### config.mk
export PLATFORM = sky130hd
export DESIGN_NAME = single_pe_tconv_flat
export DESIGN_NICKNAME = d
export VERILOG_FILES = /design/src/rtl/single_pe_tconv_if.sv /design/src/rtl/single_pe_tconv.sv /design/src/flat_wrapper.sv
export SDC_FILE = /design/constraint.sdc
export NUM_CORES = 1
export LEC_CHECK = 0
export BUFFER_PORTS_ARGS = -buffer_cell sky130_fd_sc_hd__buf_2
export CAP_MARGIN = 20
export CORE_MARGIN = 10
export CORE_UTILIZATION = 50
export DETAILED_ROUTE_END_ITERATION = 7
export PLACE_DENSITY = 0.72
export SYNTH_ARGS = -nofsm -noshare
export SYNTH_HDL_FRONTEND = slang
export SYNTH_SLANG_ARGS = --single-unit
### constraint.sdc
create_clock -name clk -period 8.54 [get_ports clk]
set_input_delay 0.854 -clock clk [delete_from_list [all_inputs] [get_ports clk]]
set_output_delay 0.854 -clock clk [all_outputs]
set_load 0.02 [all_outputs]
### src/rtl/single_pe_tconv_if.sv
// Operand, result and status bundle for the single-PE transposed convolution.
// The master side supplies operands and start; the slave side returns the map.
interface single_pe_tconv_if;
  logic       start;
  logic [7:0] c11, c12, c21, c22;
  logic [7:0] fil11, fil12, fil13, fil21, fil22, fil23, fil31, fil32, fil33;
  logic [7:0] x11, x12, x13, x14, x21, x22, x23, x24;
  logic [7:0] x31, x32, x33, x34, x41, x42, x43, x44;
  logic       busy;
  logic       done;

  modport master (
    output start, c11, c12, c21, c22,
           fil11, fil12, fil13, fil21, fil22, fil23, fil31, fil32, fil33,
    input  x11, x12, x13, x14, x21, x22, x23, x24,
           x31, x32, x33, x34, x41, x42, x43, x44, busy, done
  );

  modport slave (
    input  start, c11, c12, c21, c22,
           fil11, fil12, fil13, fil21, fil22, fil23, fil31, fil32, fil33,
    output x11, x12, x13, x14, x21, x22, x23, x24,
           x31, x32, x33, x34, x41, x42, x43, x44, busy, done
  );
endinterface

### src/rtl/single_pe_tconv.sv
// 2x2 -> 4x4 transposed convolution with a 3x3 filter on one 8-bit multiplier.
// One MAC per cycle, 36 MACs per run, results published only on the DONE edge.
module single_pe_tconv (
  input  logic               clk,
  input  logic               rst,
  single_pe_tconv_if.slave   bus
);

  typedef enum logic [1:0] {
    ST_IDLE = 2'd0,
    ST_MAC  = 2'd1,
    ST_DONE = 2'd2
  } state_e;

  state_e     state_q, state_d;
  logic [5:0] count_q, count_d;
  logic [1:0] i_q, i_d;
  logic [1:0] r_q, r_d;
  logic [1:0] s_q, s_d;
  logic [7:0] c_q   [4];
  logic [7:0] c_d   [4];
  logic [7:0] f_q   [9];
  logic [7:0] f_d   [9];
  logic [7:0] acc_q [16];
  logic [7:0] acc_d [16];
  logic [7:0] x_q   [16];
  logic [7:0] x_d   [16];
  logic       busy_q, busy_d;
  logic       done_q, done_d;

  logic [7:0] c_in_s   [4];
  logic [7:0] fil_in_s [9];
  logic [3:0] rs_s;
  logic [3:0] f_idx_s;
  logic [1:0] row_s;
  logic [1:0] col_s;
  logic [3:0] x_idx_s;
  logic [7:0] c_sel_s;
  logic [7:0] f_sel_s;
  logic [7:0] prod_s;

  assign c_in_s[0]   = bus.c11;
  assign c_in_s[1]   = bus.c12;
  assign c_in_s[2]   = bus.c21;
  assign c_in_s[3]   = bus.c22;
  assign fil_in_s[0] = bus.fil11;
  assign fil_in_s[1] = bus.fil12;
  assign fil_in_s[2] = bus.fil13;
  assign fil_in_s[3] = bus.fil21;
  assign fil_in_s[4] = bus.fil22;
  assign fil_in_s[5] = bus.fil23;
  assign fil_in_s[6] = bus.fil31;
  assign fil_in_s[7] = bus.fil32;
  assign fil_in_s[8] = bus.fil33;

  // Flipped filter: f[r][s] is the captured fil entry at flat index 8-(3r+s).
  assign rs_s    = {1'b0, r_q, 1'b0} + {2'b00, r_q} + {2'b00, s_q};
  assign f_idx_s = 4'd8 - rs_s;
  assign row_s   = {1'b0, i_q[1]} + r_q;
  assign col_s   = {1'b0, i_q[0]} + s_q;
  assign x_idx_s = {row_s, col_s};
  assign c_sel_s = c_q[i_q];
  assign f_sel_s = f_q[f_idx_s];
  assign prod_s  = c_sel_s * f_sel_s;

  assign bus.x11  = x_q[0];
  assign bus.x12  = x_q[1];
  assign bus.x13  = x_q[2];
  assign bus.x14  = x_q[3];
  assign bus.x21  = x_q[4];
  assign bus.x22  = x_q[5];
  assign bus.x23  = x_q[6];
  assign bus.x24  = x_q[7];
  assign bus.x31  = x_q[8];
  assign bus.x32  = x_q[9];
  assign bus.x33  = x_q[10];
  assign bus.x34  = x_q[11];
  assign bus.x41  = x_q[12];
  assign bus.x42  = x_q[13];
  assign bus.x43  = x_q[14];
  assign bus.x44  = x_q[15];
  assign bus.busy = busy_q;
  assign bus.done = done_q;

  // Next-state, datapath and output computation.
  always_comb begin
    state_d = state_q;
    count_d = count_q;
    i_d     = i_q;
    r_d     = r_q;
    s_d     = s_q;
    c_d     = c_q;
    f_d     = f_q;
    acc_d   = acc_q;
    x_d     = x_q;
    busy_d  = busy_q;
    done_d  = 1'b0;

    case (state_q)
      ST_IDLE: begin
        if (bus.start) begin
          state_d = ST_MAC;
          c_d     = c_in_s;
          f_d     = fil_in_s;
          for (int k = 0; k < 16; k++) begin
            acc_d[k] = 8'd0;
          end
          count_d = 6'd0;
          i_d     = 2'd0;
          r_d     = 2'd0;
          s_d     = 2'd0;
          busy_d  = 1'b1;
        end else begin
          state_d = ST_IDLE;
        end
      end

      ST_MAC: begin
        acc_d[x_idx_s] = acc_q[x_idx_s] + prod_s;
        count_d        = count_q + 6'd1;
        // Walk s fastest, then r, then source index i.
        if (s_q == 2'd2) begin
          s_d = 2'd0;
          if (r_q == 2'd2) begin
            r_d = 2'd0;
            i_d = i_q + 2'd1;
          end else begin
            r_d = r_q + 2'd1;
          end
        end else begin
          s_d = s_q + 2'd1;
        end
        if (count_q == 6'd35) begin
          state_d = ST_DONE;
        end else begin
          state_d = ST_MAC;
        end
      end

      ST_DONE: begin
        x_d     = acc_q;
        done_d  = 1'b1;
        busy_d  = 1'b0;
        state_d = ST_IDLE;
      end

      default: begin
        state_d = ST_IDLE;
        busy_d  = 1'b0;
      end
    endcase
  end

  // State and output registers.
  always_ff @(posedge clk or negedge rst) begin
    if (!rst) begin
      state_q <= ST_IDLE;
      count_q <= 6'd0;
      i_q     <= 2'd0;
      r_q     <= 2'd0;
      s_q     <= 2'd0;
      for (int k = 0; k < 4; k++) begin
        c_q[k] <= 8'd0;
      end
      for (int k = 0; k < 9; k++) begin
        f_q[k] <= 8'd0;
      end
      for (int k = 0; k < 16; k++) begin
        acc_q[k] <= 8'd0;
        x_q[k]   <= 8'd0;
      end
      busy_q  <= 1'b0;
      done_q  <= 1'b0;
    end else begin
      state_q <= state_d;
      count_q <= count_d;
      i_q     <= i_d;
      r_q     <= r_d;
      s_q     <= s_d;
      c_q     <= c_d;
      f_q     <= f_d;
      acc_q   <= acc_d;
      x_q     <= x_d;
      busy_q  <= busy_d;
      done_q  <= done_d;
    end
  end

endmodule
### src/flat_wrapper.sv
// flat-port wrapper written by rule: the top's interface ports become plain ports
module single_pe_tconv_flat 
  (clk, rst, bus_start, bus_c11, bus_c12, bus_c21, bus_c22, bus_fil11, bus_fil12, bus_fil13, bus_fil21, bus_fil22, bus_fil23, bus_fil31, bus_fil32, bus_fil33, bus_x11, bus_x12, bus_x13, bus_x14, bus_x21, bus_x22, bus_x23, bus_x24, bus_x31, bus_x32, bus_x33, bus_x34, bus_x41, bus_x42, bus_x43, bus_x44, bus_busy, bus_done);
  single_pe_tconv_if bus_i ();
  input  logic clk;
  input  logic rst;
  input wire logic [$bits(bus_i.start)-1:0] bus_start;
  input wire logic [$bits(bus_i.c11)-1:0] bus_c11;
  input wire logic [$bits(bus_i.c12)-1:0] bus_c12;
  input wire logic [$bits(bus_i.c21)-1:0] bus_c21;
  input wire logic [$bits(bus_i.c22)-1:0] bus_c22;
  input wire logic [$bits(bus_i.fil11)-1:0] bus_fil11;
  input wire logic [$bits(bus_i.fil12)-1:0] bus_fil12;
  input wire logic [$bits(bus_i.fil13)-1:0] bus_fil13;
  input wire logic [$bits(bus_i.fil21)-1:0] bus_fil21;
  input wire logic [$bits(bus_i.fil22)-1:0] bus_fil22;
  input wire logic [$bits(bus_i.fil23)-1:0] bus_fil23;
  input wire logic [$bits(bus_i.fil31)-1:0] bus_fil31;
  input wire logic [$bits(bus_i.fil32)-1:0] bus_fil32;
  input wire logic [$bits(bus_i.fil33)-1:0] bus_fil33;
  output wire logic [$bits(bus_i.x11)-1:0] bus_x11;
  output wire logic [$bits(bus_i.x12)-1:0] bus_x12;
  output wire logic [$bits(bus_i.x13)-1:0] bus_x13;
  output wire logic [$bits(bus_i.x14)-1:0] bus_x14;
  output wire logic [$bits(bus_i.x21)-1:0] bus_x21;
  output wire logic [$bits(bus_i.x22)-1:0] bus_x22;
  output wire logic [$bits(bus_i.x23)-1:0] bus_x23;
  output wire logic [$bits(bus_i.x24)-1:0] bus_x24;
  output wire logic [$bits(bus_i.x31)-1:0] bus_x31;
  output wire logic [$bits(bus_i.x32)-1:0] bus_x32;
  output wire logic [$bits(bus_i.x33)-1:0] bus_x33;
  output wire logic [$bits(bus_i.x34)-1:0] bus_x34;
  output wire logic [$bits(bus_i.x41)-1:0] bus_x41;
  output wire logic [$bits(bus_i.x42)-1:0] bus_x42;
  output wire logic [$bits(bus_i.x43)-1:0] bus_x43;
  output wire logic [$bits(bus_i.x44)-1:0] bus_x44;
  output wire logic [$bits(bus_i.busy)-1:0] bus_busy;
  output wire logic [$bits(bus_i.done)-1:0] bus_done;
  assign bus_i.start = bus_start;
  assign bus_i.c11 = bus_c11;
  assign bus_i.c12 = bus_c12;
  assign bus_i.c21 = bus_c21;
  assign bus_i.c22 = bus_c22;
  assign bus_i.fil11 = bus_fil11;
  assign bus_i.fil12 = bus_fil12;
  assign bus_i.fil13 = bus_fil13;
  assign bus_i.fil21 = bus_fil21;
  assign bus_i.fil22 = bus_fil22;
  assign bus_i.fil23 = bus_fil23;
  assign bus_i.fil31 = bus_fil31;
  assign bus_i.fil32 = bus_fil32;
  assign bus_i.fil33 = bus_fil33;
  assign bus_x11 = bus_i.x11;
  assign bus_x12 = bus_i.x12;
  assign bus_x13 = bus_i.x13;
  assign bus_x14 = bus_i.x14;
  assign bus_x21 = bus_i.x21;
  assign bus_x22 = bus_i.x22;
  assign bus_x23 = bus_i.x23;
  assign bus_x24 = bus_i.x24;
  assign bus_x31 = bus_i.x31;
  assign bus_x32 = bus_i.x32;
  assign bus_x33 = bus_i.x33;
  assign bus_x34 = bus_i.x34;
  assign bus_x41 = bus_i.x41;
  assign bus_x42 = bus_i.x42;
  assign bus_x43 = bus_i.x43;
  assign bus_x44 = bus_i.x44;
  assign bus_busy = bus_i.busy;
  assign bus_done = bus_i.done;
  single_pe_tconv u_core (.clk(clk), .rst(rst), .bus(bus_i));
endmodule
==> flow_summary.json, run 1 <==
{
  "status": "finished, final reports clean",
  "top_layer": "met4",
  "grt_pass1_vias": 14232,
  "fin_skew_ns": 0.0154,
  "postCtsHoldBufs": 0,
  "hold_viol": 0,
  "final_core_util_pct": 58.6,
  "io_buffers": 236,
  "worst_path_largest_cell_delay_ns": 0.66,
  "via_per_inst": 5.55,
  "drtIter0Drc": 1386,
  "synthArstFlopShare_pct": 100,
  "reg2reg_depth": 24,
  "synth_seq_cells": 376,
  "htree_levels": 2,
  "hold_ws_ns": 0.347,
  "final_common_cell": "nand2_1",
  "critPathLaunchType": "flop",
  "grt_max_degree": 176,
  "vias": 14085,
  "drt-total-wl_mm": 48.6,
  "cts.clk_slew.worst_paths_ns": 0.06,
  "ys.warnings.count": 0,
  "critical_path_class": "reg -> reg",
  "synthFlopType": "dfrtp_1",
  "synth_edf_count": 0,
  "slowest_stage": "ha_1",
  "fin_nets": 2211,
  "grt_pass1_wl_mm": 78.5,
  "dieArea_um2": 42900,
  "rows": 68,
  "fp.dieW_um": 207,
  "max_slew_margin_pct": 25.9,
  "syn_area_per_cell_um2": 9.32,
  "antenna_found_initial": 0,
  "finalCritPeriodShare_pct": 94.0,
  "wl_met1_mm": 20.7,
  "dp_cells": 2474,
  "fin_crit_ns": 8.03,
  "die_h_um": 207,
  "synth_area_leaders": "dfrtp_1 (54%), nand2_1 (19%), mux4_2 (7.7%)",
  "synth.distinct_cells": 48,
  "cts.sinks": 376,
  "cts_root_buf": "clkbuf_16",
  "met3RoutedLength_mm": 3.90,
  "yosys.area.top_type": "dfrtp_1",
  "syn_inst": 1879,
  "netlist.area_leader.share_pct": 53.7,
  "hold_class": "in -> async",
  "dp_hpwl_mm": 34.8,
  "arrival_ns": 8.46,
  "stdcell_count": 2540,
  "finalSetupViolCount": 0,
  "wl_met2_mm": 22.7,
  "start_util_pct": 50.7,
  "crit-reg2reg-launch": "u_core.s_q[1]",
  "drive_gt1_share_pct": 19.2,
  "io_pins": 237,
  "drt_pre_antenna_iters": 5,
  "crit_path_end_kind": "flop",
  "num_antenna_cells": 0,
  "required_ns": 8.97,
  "synth_area_um2": 17500,
  "cp_max_fo": 18,
  "grt_usage_pct": 22.2,
  "tns_ns": 0,
  "cts_tree": "yes",
  "yosysSeqAreaShare_pct": 53.7,
  "gp_congestion": 0.930,
  "post_cts_buffers": 0,
  "ant_nets": 0,
  "slew_violations": 0,
  "clock_latency_ns": 0.53,
  "ctsResizeCount": 0,
  "rsz0062_at_grt": "no",
  "drcViolationCount": 0,
  "maxCapViolCount": 0,
  "wl_per_cell_um": 19.1,
  "rrSetupSlack_ns": 0.51,
  "cts_buffers": 39,
  "final_cell_mix": "nand2_1 (897), dfrtp_1 (376), buf_2 (235)",
  "synth_nets": 2030,
  "max_freq_ghz": 0.125,
  "grt.overflow.total": 0,
  "cp_cell_sequence": "inv_1 -> ha_1 -> ha_1 -> xnor2_1 -> ha_1 -> nor3b_1 -> a21boi_4 -> o2bb2ai_1 -> nand2_1 -> fa_1 -> inv_1 -> fa_1 -> ha_1 -> inv_1 -> fa_1 -> inv_1 -> fa_1 -> a21o_1 -> a21oi_1 -> xnor3_1 -> xor2_1 -> xnor3_1 -> xnor3_2 -> o21ai_0",
  "core_um2": 34500,
  "worstMarginPinSlew_ns": 1.11,
  "cts_buffer_depth": 3,
  "syn_to_final_growth_pct": 15.6,
  "r2r_end": "u_core.acc_q[127]"
}
worst max-delay path: cells and delay by family (launching register included):
| family | cells | cell delay, ns |
|---|---|---|
| simple gates | 2 | 0.73 |
| xor+xnor | 5 | 1.53 |
| flops | 1 | 0.54 |
| compound gates | 5 | 1.29 |
| fa+ha+maj | 8 | 3.56 |
| buf+inv | 4 | 0.29 |
layer usage:
| metal | up-vias | global-route usage (%) |
|---|---|---|
| met5 | - | 0 |
| met3 | 88 | 4.53 |
| met4 | 0 | 6.22 |
| li1 | 6446 | - |
| met2 | 614 | 34.4 |
| met1 | 6937 | 31.0 |
cell families (layout without fill, tap and decap cells):
kind of cell | count (synthesis) | count (layout) | share of synthesized area [%]
muxes | 69 | 69 | 8.24
xor gates and xnor gates | 20 | 20 | 1.36
and+or+nand+nor | 1122 | 1122 | 25.8
adders and majority gates | 44 | 44 | 3.96
DFF | 376 | 376 | 53.7
buffers and inverters | 160 | 366 | 3.69
AOI/OAI and AO/OA | 88 | 88 | 3.22
sequential cells by signal, indices dropped and copies added (netlist names), 2 cells and up:
name,count
u_core.bus.x23,8
u_core.bus.x13,8
u_core.bus.x31,8
u_core.i_q,2
u_core.bus.x34,8
u_core.bus.x33,8
u_core.s_q,2
u_core.bus.x43,8
u_core.state_q,2
u_core.bus.x11,8
u_core.bus.x32,8
u_core.bus.x22,8
u_core.bus.x42,8
u_core.acc_q,128
u_core.bus.x41,8
u_core.f_q,72
u_core.bus.x24,8
u_core.bus.x21,8
u_core.c_q,32
u_core.r_q,2
u_core.bus.x44,8
u_core.bus.x12,8
u_core.count_q,6
u_core.bus.x14,8
stage by stage:
step	setup WS, ns	instance area (um^2)
3_5_place_dp	0.482	19000
3_3_place_gp	0.760	19000
5_1_grt	0.0230	20200
4_1_cts	0.495	20200
6_report	0.509	20200
2_1_floorplan	1.26	17500
Yosys cell counts, drive strengths merged, types with 18 or more instances:
master    n
ha       25
nor2     23
mux4     60
dfrtp   376
o21ai    65
clkbuf   90
and2     18
nand3   149
nand2   899
fa       19
inv      41
buf      29
final cells by class:
| class | count | area [um^2] |
|---|---|---|
| clock buffer | 53 | 1100 |
| timing repair buffer | 259 | 1380 |
| multi-input combinational | 1343 | 7480 |
| sequential | 376 | 9410 |
| tap | 455 | 569 |
| clock inverter | 13 | 156 |
| inverter | 41 | 155 |
| fill | 3007 | 14300 |
worst max path at each step:
stage                  startpoint                end  slack, ns  cells after the start
finish              u_core.s_q[1]  u_core.acc_q[127]       0.51                     24
global route        u_core.s_q[1]  u_core.acc_q[127]       0.02                     24
CTS                 u_core.s_q[1]  u_core.acc_q[127]       0.49                     24
detailed placement  u_core.s_q[1]  u_core.acc_q[127]       0.48                     24
global placement    u_core.s_q[1]  u_core.acc_q[103]       0.76                     27
floorplan           u_core.s_q[1]    u_core.acc_q[7]       1.26                     29
Power of run 1 is not shown: default switching activity piles up to over one toggle a cycle in this logic, so the estimate is an artifact.
==> inputs of run 2 (changes only) <==
--- a/config.mk
+++ b/config.mk
@@ -8,9 +8,9 @@
 export BUFFER_PORTS_ARGS = -buffer_cell sky130_fd_sc_hd__buf_2
 export CAP_MARGIN = 20
 export CORE_MARGIN = 10
-export CORE_UTILIZATION = 50
+export CORE_UTILIZATION = 57
 export DETAILED_ROUTE_END_ITERATION = 7
-export PLACE_DENSITY = 0.72
+export PLACE_DENSITY = 0.8
 export SYNTH_ARGS = -nofsm -noshare
 export SYNTH_HDL_FRONTEND = slang
 export SYNTH_SLANG_ARGS = --single-unit
==> run 2 against run 1 <==
Compared with the run above:
- non-clock buffer count decreased by 3
- sequential cell count unchanged
- design area decreased by 0.52%
- maximum frequency decreased by 0.28%
- clock-buffer cell count increased by 3
- worst hold slack got worse by 0.082 ns
- critical endpoint is now u_core.acc_q[87]
==> flow_summary.json, run 2 (synthesis gave the netlist of run 1 again) <==
{
  "critical_path_class": "reg -> reg",
  "antenna_found_initial": 0,
  "drt-total-wl_mm": 48.1,
  "max_slew_margin_pct": 27.4,
  "htree_levels": 2,
  "tns_ns": 0,
  "fin_crit_ns": 8.05,
  "worstMarginPinSlew_ns": 1.09,
  "cts_root_buf": "clkbuf_16",
  "crit_path_end_kind": "flop",
  "cts_tree": "yes",
  "fp.dieW_um": 195,
  "start_util_pct": 57.6,
  "syn_to_final_growth_pct": 15.0,
  "cts.sinks": 376,
  "cts_buffers": 39,
  "grt_usage_pct": 25.0,
  "drive_gt1_share_pct": 19.0,
  "drtIter0Drc": 1505,
  "cts.clk_slew.worst_paths_ns": 0.06,
  "maxCapViolCount": 0,
  "via_per_inst": 5.75,
  "vias": 14231,
  "n_fill_cell": 2383,
  "cp_max_fo": 16,
  "grt.overflow.total": 0,
  "arrival_ns": 8.48,
  "gp_congestion": 0.914,
  "dieArea_um2": 38100,
  "grt_pass1_wl_mm": 77.9,
  "stdcell_count": 2476,
  "finalCritPeriodShare_pct": 94.3,
  "final_common_cell": "nand2_1",
  "rsz0062_at_grt": "no",
  "cts_buffer_depth": 3,
  "largest-register": "u_core.acc_q",
  "final_cell_mix": "nand2_1 (897), dfrtp_1 (376), buf_2 (235)",
  "required_ns": 8.97,
  "drt_pre_antenna_iters": 6,
  "io_pins": 237,
  "rows": 64,
  "dp_cells": 2412,
  "ant_nets": 0,
  "fin_skew_ns": 0.0229,
  "grt_pass1_vias": 14496,
  "num_antenna_cells": 0,
  "core_um2": 30400,
  "slew_violations": 0,
  "rrSetupSlack_ns": 0.49,
  "hold_viol": 0,
  "wl_per_cell_um": 19.4,
  "critPathLaunchType": "flop",
  "hold_class": "in -> async",
  "max_freq_ghz": 0.124,
  "dp_slack_ns": 0.174,
  "reg_top3": "u_core.acc_q (128), u_core.f_q (72), u_core.c_q (32)",
  "largest_reg_flops": 128,
  "post_cts_buffers": 0,
  "postCtsHoldBufs": 0,
  "status": "finished, final reports clean",
  "io_buffers": 236,
  "clock_latency_ns": 0.54,
  "finalWorstSetupSlack_ns": 0.486,
  "drcViolationCount": 0,
  "dp_hpwl_mm": 34.0,
  "finalSetupViolCount": 0,
  "grt_max_degree": 160,
  "fin_nets": 2208,
  "die_h_um": 195
}
## run 2: layer usage
metal  vias up  track usage [%]  routed length, um
met5         -                0                  0
met4         0             9.70               1830
met3       128             6.20               4330
met2       690             39.2              23000
met1      6982             32.9              19000
li1       6431                -                  -
## run 2: worst max-delay path, cell delays in order (launching register included)
cell and delay [ns]:
dfrtp_1 0.53, inv_1 0.11, ha_1 0.33, ha_1 0.30, xnor2_1 0.17, ha_1 0.17, inv_1 0.06, fa_2 0.74
nor3b_2 0.33, a21boi_4 0.33, o2bb2ai_2 0.23, nand2_1 0.13, fa_1 0.54, inv_1 0.06, fa_1 0.45, ha_1 0.29
inv_1 0.05, fa_1 0.53, inv_1 0.07, fa_1 0.45, a21o_1 0.19, a21oi_1 0.16, xnor3_1 0.43, xor2_1 0.17
xnor3_1 0.26, xnor3_2 0.57, o21ai_0 0.26
## run 2: path summary, 6_finish.rpt
kind,startpoint,endpoint,depth (start not counted)
worst min register to register,u_core.bus.x32[5],u_core.bus.x32[5],2
worst max register to register,u_core.s_q[1],u_core.acc_q[87],26
worst max-delay path,u_core.s_q[1],u_core.acc_q[87],26
min in group clk,u_core.bus.x32[5],u_core.bus.x32[5],2
max in group asynchronous,rst,u_core.bus.x32[7],3
worst min-delay path,rst,u_core.bus.x21[6],1
## run 2: what timing repair did
item                                    in CTS  in global routing
endpoints found under the hold margin        0                  0
resized for setup                            0                  3
endpoints found under the setup margin       0                 16
## run 2: through the flow
stage                     utilization [%]  cell area (um^2)  hold slack, ns
after floorplan                         -             17500           0.437
after global routing                 66.2             20100           0.299
final                                66.2             20100           0.265
after global placement               62.1             18900           0.452
after CTS                            66.2             20100           0.279
after detailed placement             62.1             18900           0.457
## run 2: cell type report
class	count	area, um^2	share of cell area (%)
clock inverter	8	110	0.547
tap	396	495	2.46
clock buffer	56	1110	5.51
inverter	41	155	0.770
sequential	376	9410	46.7
multi-input combinational	1343	7500	37.2
timing repair buffer	256	1370	6.78
Power of run 2 is left out for the same reason.
==> inputs of run 3 (changes only) <==
--- a/config.mk
+++ b/config.mk
@@ -8,9 +8,10 @@
 export BUFFER_PORTS_ARGS = -buffer_cell sky130_fd_sc_hd__buf_2
 export CAP_MARGIN = 20
 export CORE_MARGIN = 10
-export CORE_UTILIZATION = 57
+export CORE_UTILIZATION = 58
 export DETAILED_ROUTE_END_ITERATION = 7
-export PLACE_DENSITY = 0.8
+export PLACE_DENSITY = 0.81
 export SYNTH_ARGS = -nofsm -noshare
 export SYNTH_HDL_FRONTEND = slang
 export SYNTH_SLANG_ARGS = --single-unit
+export TNS_END_PERCENT = 30
==> run 3 against run 2 <==
Compared with the run above:
- global-route usage down 0.074 points
- largest cell class unchanged
- critical endpoint is now u_core.acc_q[127]
- highest routed layer unchanged
- clock-buffer cell count unchanged
- worst setup slack worse by 0.027 ns
- final cell count about the same
- routed wire length down 0.25%
==> flow_summary.json, run 3 (synthesis gave the netlist of run 1 again) <==
{
  "status": "finished, final reports clean",
  "r2r_end": "u_core.acc_q[127]",
  "max_slew_margin_pct": 32.5,
  "rsz0062_at_grt": "no",
  "via_per_inst": 5.71,
  "slowest_stage": "xnor3_2",
  "dieArea_um2": 37500,
  "finalCritPeriodShare_pct": 94.6,
  "critPathLaunchType": "flop",
  "antenna_found_initial": 2,
  "die_h_um": 194,
  "finalSetupViolCount": 0,
  "hold_class": "in -> async",
  "drt_pre_antenna_iters": 6,
  "drt-total-wl_mm": 48.0,
  "multi_input_area_um2": 7480,
  "gp_congestion": 0.910,
  "n_fill_cell": 2239,
  "fin_area_um2": 20300,
  "vias": 14142,
  "ff_latch_area_um2": 9410,
  "start_util_pct": 58.9,
  "drtIter0Drc": 1611,
  "ctsResizeCount": 0,
  "rows": 63,
  "tns_ns": 0,
  "fin_nets": 2209,
  "cts_tree": "yes",
  "hold_ws_ns": 0.422,
  "critical_path_class": "reg -> reg",
  "worstMarginPinSlew_ns": 1.01,
  "final_common_cell": "nand2_1",
  "fp.dieW_um": 194,
  "fin_crit_ns": 8.08,
  "cp_max_fo": 19,
  "io_buffers": 236,
  "rrSetupSlack_ns": 0.46,
  "max_freq_ghz": 0.124,
  "final_cell_mix": "nand2_1 (897), dfrtp_1 (376), buf_2 (235)",
  "cts.clk_slew.worst_paths_ns": 0.06,
  "slew_violations": 0,
  "grt_pass1_wl_mm": 76.9,
  "cts_buffers": 39,
  "dp_hpwl_mm": 33.8,
  "worst_path_largest_cell_delay_ns": 0.59,
  "drcViolationCount": 0,
  "grt_pass1_vias": 14324,
  "crit_path_end_kind": "flop",
  "largest_reg_flops": 128,
  "reg2reg_depth": 27,
  "wl_per_cell_um": 19.4,
  "finalWorstSetupSlack_ns": 0.459,
  "setup.worst_path.start": "u_core.s_q[1]",
  "arrival_ns": 8.50,
  "maxCapViolCount": 0,
  "ant_nets": 0,
  "dp_slack_ns": 0.582,
  "cts_buffer_depth": 3,
  "required_ns": 8.96,
  "htree_levels": 2,
  "core_um2": 29700,
  "io_pins": 237,
  "cts_root_buf": "clkbuf_16",
  "grt_max_degree": 177,
  "grt.overflow.total": 0,
  "syn_to_final_growth_pct": 15.7,
  "post_cts_buffers": 0,
  "crit-reg2reg-launch": "u_core.s_q[1]",
  "dpl-instance-area_um2": 18900,
  "postCtsHoldBufs": 0,
  "clock_latency_ns": 0.53,
  "hold_viol": 0,
  "cts.sinks": 376,
  "drive_gt1_share_pct": 19.3,
  "reg_top3": "u_core.acc_q (128), u_core.f_q (72), u_core.c_q (32)",
  "grt_usage_pct": 24.9,
  "largest-register": "u_core.acc_q",
  "fin_skew_ns": 0.0160
}
## run 3: changes by cell type in the layout (fill, tap and decap cells not counted), moves of 2 or more
| cell | change |
|---|---|
| clkinv_2 | +5 |
| clkbuf_1 | -3 |
| inv_6 | -3 |
| bufinv_16 | +2 |
| clkbuf_16 | +2 |
| clkinv_4 | +2 |
| diode_2 | +2 |
## run 3: metal layers
layer	vias up	global-route usage, %	routed length, um
met2	672	39.6	22900
met3	132	5.36	4090
met5	-	0	0
li1	6438	-	-
met4	0	9.10	1670
met1	6900	33.1	19300
## run 3: worst max-delay path, delay by kind of cell, from the launching register on
family,cells,cell delay [ns]
AO/OA/AOI/OAI,4,1.14
XOR/XNOR,5,1.56
adder cells (fa/ha/maj),9,3.62
buffers and inverters,6,0.60
flip-flops,1,0.54
multiplexers,2,0.34
AND/OR/NAND/NOR,1,0.17
## run 3: worst max-delay path by stage
| stage | cells past startpoint | slack, ns | endpoint |
|---|---|---|---|
| finish | 27 | 0.46 | u_core.acc_q[127] |
| global route | 27 | 0.09 | u_core.acc_q[127] |
| CTS | 27 | 0.41 | u_core.acc_q[127] |
| detailed placement | 27 | 0.58 | u_core.acc_q[87] |
| global placement | 27 | 0.75 | u_core.acc_q[119] |
| floorplan | 29 | 1.26 | u_core.acc_q[7] |
## run 3: area by class of cell
cell class	instances	share of cell area [%]
clock buffers	56	5.74
well taps	390	2.41
clock inverters	13	0.865
repair buffers	257	6.82
multi-input cells	1343	36.9
flip-flops and latches	376	46.4
inverters	41	0.766
diodes	2	0.0247
## run 3: through the flow
step / cells / util, %
2_1_floorplan: 1879 / -
3_3_place_gp: 2405 / 63.5
3_5_place_dp: 2406 / 63.6
4_1_cts: 2475 / 68.1
5_1_grt: 2477 / 68.2
6_report: 2478 / 68.2
Power of run 3 is left out for the same reason.
